--- src/rtl/hd_transfer_ctrl_if.sv ---
// Signal bundle between the transfer sequencer, the CPU control unit, the hard_disk and data memory.
// Handshake: start is a one-cycle request honoured only while busy is low; done pulses once per accepted start.
interface hd_transfer_ctrl_if #(
    parameter int DATA_WIDTH      = 32,
    parameter int HD_TRILHAS_BITS = 4,
    parameter int HD_SETORES_BITS = 4,
    parameter int MEM_ADDR_BITS   = 10
);
    logic                       start;
    logic                       dir;
    logic [HD_TRILHAS_BITS-1:0] trilha_in;
    logic [HD_SETORES_BITS:0]   setor_count;
    logic [MEM_ADDR_BITS-1:0]   mem_base;
    logic                       busy;
    logic                       done;

    logic [DATA_WIDTH-1:0]      hd_data_in;
    logic [HD_TRILHAS_BITS-1:0] trilha;
    logic [HD_SETORES_BITS-1:0] setor;
    logic [DATA_WIDTH-1:0]      hd_data_out;
    logic                       hdRead;
    logic                       hdWrite;

    logic [DATA_WIDTH-1:0]      mem_data_in;
    logic [MEM_ADDR_BITS-1:0]   mem_addr;
    logic [DATA_WIDTH-1:0]      mem_data_out;
    logic                       mem_write;

    modport slave (
        input  start, dir, trilha_in, setor_count, mem_base, hd_data_in, mem_data_in,
        output busy, done, trilha, setor, hd_data_out, hdRead, hdWrite,
               mem_addr, mem_data_out, mem_write
    );

    modport master (
        output start, dir, trilha_in, setor_count, mem_base, hd_data_in, mem_data_in,
        input  busy, done, trilha, setor, hd_data_out, hdRead, hdWrite,
               mem_addr, mem_data_out, mem_write
    );
endinterface

--- src/rtl/hd_transfer_ctrl.sv ---
// Sequencer copying a block of words between one hard_disk track and data memory (LOAD: HD->mem, SAVE: mem->HD).
// Two cycles per word: ADDR presents the addresses, XFER fires the write strobe.
module hd_transfer_ctrl #(
    parameter int DATA_WIDTH      = 32,
    parameter int HD_TRILHAS_BITS = 4,
    parameter int HD_SETORES_BITS = 4,
    parameter int MEM_ADDR_BITS   = 10
) (
    input  logic        clock,
    input  logic        reset,
    hd_transfer_ctrl_if.slave bus,
    output logic [1:0]  fsm_state
);
    localparam int CW = HD_SETORES_BITS + 1;
    localparam logic [CW-1:0] FULL = CW'(2 ** HD_SETORES_BITS);

    typedef enum logic [1:0] {IDLE = 2'd0, ADDR = 2'd1, XFER = 2'd2, DONE = 2'd3} state_t;

    state_t                     state;
    logic                       dir_q;
    logic [HD_TRILHAS_BITS-1:0] trilha_q;
    logic [CW-1:0]              count_q;
    logic [CW-1:0]              idx;
    logic [MEM_ADDR_BITS-1:0]   base_q;
    logic [CW-1:0]              idx_nx;
    logic [CW-1:0]              count_clamped;

    assign idx_nx        = idx + CW'(1);
    assign count_clamped = (bus.setor_count > FULL) ? FULL : bus.setor_count;
    assign fsm_state     = state;

    // Data paths are pure pass-through; the hard_disk gates its output with hdRead.
    assign bus.mem_data_out = (state == XFER && !dir_q) ? bus.hd_data_in  : '0;
    assign bus.hd_data_out  = (state == XFER &&  dir_q) ? bus.mem_data_in : '0;

    always_ff @(posedge clock) begin
        if (reset) begin
            state         <= IDLE;
            dir_q         <= 1'b0;
            trilha_q      <= '0;
            count_q       <= '0;
            idx           <= '0;
            base_q        <= '0;
            bus.trilha    <= '0;
            bus.setor     <= '0;
            bus.mem_addr  <= '0;
            bus.hdRead    <= 1'b0;
            bus.hdWrite   <= 1'b0;
            bus.mem_write <= 1'b0;
            bus.busy      <= 1'b0;
            bus.done      <= 1'b0;
        end else begin
            case (state)
                IDLE: begin
                    bus.done <= 1'b0;
                    bus.busy <= 1'b0;
                    if (bus.start) begin
                        dir_q    <= bus.dir;
                        trilha_q <= bus.trilha_in;
                        count_q  <= count_clamped;
                        base_q   <= bus.mem_base;
                        idx      <= '0;
                        bus.busy <= 1'b1;
                        if (count_clamped != '0) begin
                            state        <= ADDR;
                            bus.trilha   <= bus.trilha_in;
                            bus.setor    <= '0;
                            bus.mem_addr <= bus.mem_base;
                            bus.hdRead   <= !bus.dir;
                        end else begin
                            state    <= DONE;
                            bus.done <= 1'b1;
                        end
                    end
                end
                ADDR: begin
                    state         <= XFER;
                    bus.hdWrite   <= dir_q;
                    bus.mem_write <= !dir_q;
                end
                XFER: begin
                    idx           <= idx_nx;
                    bus.hdWrite   <= 1'b0;
                    bus.mem_write <= 1'b0;
                    // idx carries one extra bit so a full track ends only after the last sector.
                    if (idx_nx == count_q) begin
                        state        <= DONE;
                        bus.done     <= 1'b1;
                        bus.hdRead   <= 1'b0;
                        bus.trilha   <= '0;
                        bus.setor    <= '0;
                        bus.mem_addr <= '0;
                    end else begin
                        state        <= ADDR;
                        bus.trilha   <= trilha_q;
                        bus.setor    <= idx_nx[HD_SETORES_BITS-1:0];
                        bus.mem_addr <= base_q + MEM_ADDR_BITS'(idx_nx);
                        bus.hdRead   <= !dir_q;
                    end
                end
                DONE: begin
                    state    <= IDLE;
                    bus.done <= 1'b0;
                    bus.busy <= 1'b0;
                end
                default: state <= IDLE;
            endcase
        end
    end
endmodule

--- src/flat_wrapper.sv ---
// flat-port wrapper written by rule: the top's interface ports become plain ports
module hd_transfer_ctrl_flat 
#(
    parameter int DATA_WIDTH      = 32,
    parameter int HD_TRILHAS_BITS = 4,
    parameter int HD_SETORES_BITS = 4,
    parameter int MEM_ADDR_BITS   = 10
)
  (clock, reset, fsm_state, bus_start, bus_dir, bus_trilha_in, bus_setor_count, bus_mem_base, bus_hd_data_in, bus_mem_data_in, bus_busy, bus_done, bus_trilha, bus_setor, bus_hd_data_out, bus_hdRead, bus_hdWrite, bus_mem_addr, bus_mem_data_out, bus_mem_write);
  hd_transfer_ctrl_if #(.DATA_WIDTH(DATA_WIDTH), .HD_TRILHAS_BITS(HD_TRILHAS_BITS), .HD_SETORES_BITS(HD_SETORES_BITS), .MEM_ADDR_BITS(MEM_ADDR_BITS)) bus_i ();
  input  logic clock;
  input  logic reset;
  output logic [1:0] fsm_state;
  input wire logic [$bits(bus_i.start)-1:0] bus_start;
  input wire logic [$bits(bus_i.dir)-1:0] bus_dir;
  input wire logic [$bits(bus_i.trilha_in)-1:0] bus_trilha_in;
  input wire logic [$bits(bus_i.setor_count)-1:0] bus_setor_count;
  input wire logic [$bits(bus_i.mem_base)-1:0] bus_mem_base;
  input wire logic [$bits(bus_i.hd_data_in)-1:0] bus_hd_data_in;
  input wire logic [$bits(bus_i.mem_data_in)-1:0] bus_mem_data_in;
  output wire logic [$bits(bus_i.busy)-1:0] bus_busy;
  output wire logic [$bits(bus_i.done)-1:0] bus_done;
  output wire logic [$bits(bus_i.trilha)-1:0] bus_trilha;
  output wire logic [$bits(bus_i.setor)-1:0] bus_setor;
  output wire logic [$bits(bus_i.hd_data_out)-1:0] bus_hd_data_out;
  output wire logic [$bits(bus_i.hdRead)-1:0] bus_hdRead;
  output wire logic [$bits(bus_i.hdWrite)-1:0] bus_hdWrite;
  output wire logic [$bits(bus_i.mem_addr)-1:0] bus_mem_addr;
  output wire logic [$bits(bus_i.mem_data_out)-1:0] bus_mem_data_out;
  output wire logic [$bits(bus_i.mem_write)-1:0] bus_mem_write;
  assign bus_i.start = bus_start;
  assign bus_i.dir = bus_dir;
  assign bus_i.trilha_in = bus_trilha_in;
  assign bus_i.setor_count = bus_setor_count;
  assign bus_i.mem_base = bus_mem_base;
  assign bus_i.hd_data_in = bus_hd_data_in;
  assign bus_i.mem_data_in = bus_mem_data_in;
  assign bus_busy = bus_i.busy;
  assign bus_done = bus_i.done;
  assign bus_trilha = bus_i.trilha;
  assign bus_setor = bus_i.setor;
  assign bus_hd_data_out = bus_i.hd_data_out;
  assign bus_hdRead = bus_i.hdRead;
  assign bus_hdWrite = bus_i.hdWrite;
  assign bus_mem_addr = bus_i.mem_addr;
  assign bus_mem_data_out = bus_i.mem_data_out;
  assign bus_mem_write = bus_i.mem_write;
  hd_transfer_ctrl #(.DATA_WIDTH(DATA_WIDTH), .HD_TRILHAS_BITS(HD_TRILHAS_BITS), .HD_SETORES_BITS(HD_SETORES_BITS), .MEM_ADDR_BITS(MEM_ADDR_BITS)) u_core (.clock(clock), .reset(reset), .bus(bus_i), .fsm_state(fsm_state));
endmodule
--- config.mk ---
export PLATFORM = sky130hd
export DESIGN_NAME = hd_transfer_ctrl_flat
export DESIGN_NICKNAME = d
export VERILOG_FILES = /design/src/rtl/hd_transfer_ctrl_if.sv /design/src/rtl/hd_transfer_ctrl.sv /design/src/flat_wrapper.sv
export SDC_FILE = /design/constraint.sdc
export NUM_CORES = 1
export LEC_CHECK = 0
export CORE_MARGIN = 4
export CORE_UTILIZATION = 39
export CTS_BUF_LIST = sky130_fd_sc_hd__clkbuf_8
export DETAILED_ROUTE_END_ITERATION = 8
export GPL_TIMING_DRIVEN = 0
export PLACE_DENSITY_LB_ADDON = 0.05
export REMOVE_ABC_BUFFERS = 1
export SYNTH_ARGS = -nofsm -noshare
export SYNTH_HDL_FRONTEND = slang
export SYNTH_SLANG_ARGS = --single-unit
export TNS_END_PERCENT = 1
--- constraint.sdc ---
create_clock -name clock -period 2.9 [get_ports clock]
set_clock_uncertainty 0.1 [all_clocks]
set_input_delay 0.29 -clock clock [delete_from_list [all_inputs] [get_ports clock]]
set_output_delay 0.29 -clock clock [all_outputs]
set_load 0.005 [all_outputs]
==> summary.txt <==
Timing
  – Fmax: 0.369 GHz
  – Slew headroom: 25.5%
  – Pins Over Slew Limit: 0
  – Final Cycle Share: 93.4%
  – RSZ-0062 raised after global routing: no
  – Worst-Margin Slew: 1120 ps
  – Hold Fails Final Rpt: 0
  – Final setup viols: 0
  – WHS: 361 ps
  – Crit path time final: between 2000 and 3000 ps

Power
  – Seq pwr share: between 30% and 40%
  – Pwr dens: roughly 550 nW/um^2
  – Pwr Total: ~2700 uW
  – Switching portion of total power: 35.4%
  – P_sw: 942 uW
  – Leak: 0.00195 uW
  – Combinational fraction of design power: 47.1%
  – Int Power: between 1500 and 2000 uW
  – Max VDD drop: 0.477 mV
  – Clock Power Share: 18.3%

CTS
  – CTS H-tree depth: 2
  – CTS sink count: 50
  – Root buf cell: clkbuf_8
  – CTS tree: done
  – Total CTS buffers: 5
  – Clock tree buffer depth: 2
  – Worst skew pair latency: 300 ps
  – Reg clk slew, reported paths: around 90 ps
  – # hold bufs at CTS: 0

Global routing
  – GR Overflow Total: 0
  – GRT Overall Usage: 22.7%
  – Global-route wire length before repair: between 15 and 20 mm
  – Vias in the first global route: 3,000
  – Largest net degree at the start of global routing: 51
  – Initial antenna violation count: 0

Route
  – Via density: 5.05
  – Final WL: about 10 mm
  – DRC: 0
  – WL per Instance: around 16 microns
  – Vias: 3,204
  – TritonRoute pass-1 iters: 7
  – Drt first-iter violations: 181
  – Post-route ant nets: 0

Layout
  – Area growth syn-to-layout: 65.5%
  – Antenna Cells: 0
  – Most common cell after layout, fill and taps aside: clkdlybuf4s50_1
  – Final Util: 67.0%
  – Most frequent cells in the layout: clkdlybuf4s50_1, dfxtp_1, nand2_1
  – Finished Layout Cells: 635
  – Fill count: 635
  – Layout cell share with drive strength beyond 1: 5.22%
  – Nets: 633

Yosys
  – Syn Std Cell Area: between 2000 and 3000 sq um
  – Seq/Total Area, Yosys: 33.9%
  – Yosys cell types: 43
  – Yosys reg bits: 50
  – Synth Warn #: 0
  – Syn Inst Count: about 380
  – Avg Cell Area, Syn: 7.80 sq um

Setup path
  – CP Launch Type: flip-flop
  – R2R Setup Slk: 190 ps
  – CP most frequent cell: a21oi_1
  – CP Class: reg -> reg
  – Instance count on the critical path: 9
  – Crit path cell chain: nand3_2 -> xnor2_1 -> ha_1 -> a21o_1 -> a21oi_1 -> a21oi_1 -> xor2_1 -> a211oi_1 -> nor4_1
  – CP required: a little under 3000 ps
  – Worst r2r path cells: 9
  – Crit Path Max Fanout: 7
  – Worst path buffer plus inverter count: 0
  – Crit-path leading delay family: compound AO/OA/AOI/OAI gates
  – Crit. End Element: flip-flop
  – CP max stage delay: 480 ps
  – Critical R2R Launch: u_core.idx[0]
  – Slowest CP cell: dfxtp_1
  – WP data arrival: 2750 ps
  – RR Endpoint: u_core.bus.mem_addr[9]

Status
  – Status: completed

Floorplanning
  – Die Y: 95.0 microns
  – Core region area: roughly 7300 sq um
  – Row cnt: 31
  – Die area: approximately 9000 sq um
  – Die width: 95.0 microns
  – Initial core utilization: 40.4%
  – Top Ports: roughly 180

Hold path
  – Worst Hold Depth: 2
  – Hold path endpoint: u_core.bus.setor[3]
  – Hold_sp: u_core.bus.setor[3]
  – Hold crit path type: reg -> reg

Placed design
  – Final GP Congestion: 0.837
  – Placed Instances: 623
  – IO buf count: between 150 and 200
  – Post-DP HPWL: a little under 8 mm

Run
  – Max_cap viols: 0
-- cell usage after synthesis (all sizes together) --
| cell | number | area share, % |
|---|---|---|
| nand2b | 2 | 0.42 |
| nand4b | 1 | 0.30 |
| a211oi | 3 | 0.76 |
| nor3 | 18 | 3.1 |
| a21boi | 1 | 0.25 |
| fa | 1 | 0.68 |
| xor2 | 5 | 1.5 |
| o21ai | 9 | 1.5 |
| nand3b | 2 | 0.51 |
| nand3 | 7 | 1.4 |
| nor2 | 37 | 4.8 |
| dfxtp | 50 | 34 |
| a21oi | 38 | 6.4 |
| a21o | 4 | 1.0 |
| and3 | 32 | 6.8 |
| a22oi | 2 | 0.51 |
| a32oi | 1 | 0.30 |
| nor3b | 3 | 0.76 |
| xor3 | 1 | 0.81 |
| a221oi | 12 | 4.6 |
| ha | 10 | 4.2 |
| nand4 | 2 | 0.64 |
| buf | 7 | 2.0 |
| nor2b | 4 | 0.85 |
| or4 | 1 | 0.25 |
| nor4 | 2 | 0.42 |
| nand2 | 41 | 5.2 |
| and2 | 34 | 7.2 |
| clkbuf | 23 | 2.9 |
| mux2i | 3 | 1.0 |
| xnor2 | 9 | 2.7 |
| o2111ai | 1 | 0.30 |
| inv | 11 | 1.4 |
| a311oi | 1 | 0.51 |
-- layer usage --
layer | global-route usage (%) | wire length [microns] | up-vias
li1 | - | - | 1608
met1 | 28.3 | 4270 | 1488
met2 | 41.0 | 5470 | 104
met3 | 4.62 | 650 | 4
met4 | 2.88 | 44 | 0
met5 | 0 | 0 | -
-- metrics by stage --
step / setup WS (ps) / TNS [ps] / instance area [sq um]
floorplan: -65.2 / -2090 / 2800
global placement: -1680 / -69500 / 4680
detailed placement: -1790 / -61060 / 4690
CTS: 110 / 0 / 4860
global route: 7.99 / 0 / 4880
finish: 191 / 0 / 4880
-- cell type report --
| class | instances | area, sq um | area share, % |
|---|---|---|---|
| clock buffer | 5 | 68.8 | 1.41 |
| clock inverter | 3 | 41.3 | 0.846 |
| inverter | 11 | 45.0 | 0.923 |
| multi-input combinational | 288 | 1800 | 36.8 |
| sequential | 50 | 1000 | 20.5 |
| tap | 99 | 124 | 2.54 |
| timing repair buffer | 179 | 1800 | 37.0 |
-- registers in the layout, summed over array words and instances, names as in the netlist, 2 cells and up --
register and count:
u_core.fsm_state 2, u_core.bus.mem_addr 10, u_core.trilha_q 4, u_core.idx 5, u_core.bus.trilha 4, u_core.base_q 10, u_core.bus.setor 4, u_core.count_q 5
-- worst max path at each step --
stage | start | end | slack [ps]
finish | u_core.idx[0] | u_core.bus.mem_addr[9] | 190
global route | u_core.fsm_state[1] | bus_mem_data_out[21] | 8
CTS | u_core.fsm_state[0] | bus_mem_data_out[27] | 110
detailed placement | u_core.fsm_state[0] | bus_mem_data_out[27] | -1790
global placement | u_core.fsm_state[0] | bus_mem_data_out[6] | -1680
floorplan | u_core.fsm_state[0] | bus_mem_data_out[0] | -70
-- cell families after synthesis --
| family | after synthesis | synth area share (%) |
|---|---|---|
| AO/OA/AOI/OAI | 72 | 16.2 |
| XOR/XNOR | 15 | 4.96 |
| adder cells (fa/ha/maj) | 11 | 4.92 |
| buffers and inverters | 41 | 6.32 |
| flip-flops | 50 | 33.9 |
| multiplexers | 3 | 1.02 |
| AND/OR/NAND/NOR | 186 | 32.6 |
-- worst min-delay path, stage by stage, from the launching register on --
cell and delay [ps]:
dfxtp_1 320, nand2_1 50, a21oi_1 50
-- power groups by stage --
stage | registers (uW) | logic (uW) | clock network, uW
after floorplan | 925 | 571 | 0
after global placement | 924 | 1170 | 0
after detailed placement | 932 | 1210 | 0
after CTS | 920 | 1250 | 497
after global routing | 945 | 1380 | 525
final | 922 | 1250 | 488
-- timing repair --
item / in CTS / in global routing
gates cloned: 1 / 0
endpoints found under the setup margin: 83 / 34
pin swaps: 1 / 2
setup buffers: 2 / 1
resized for setup: 6 / 3
endpoints found under the hold margin: 0 / 0
Note: power is estimated with default switching activity, not from simulation.
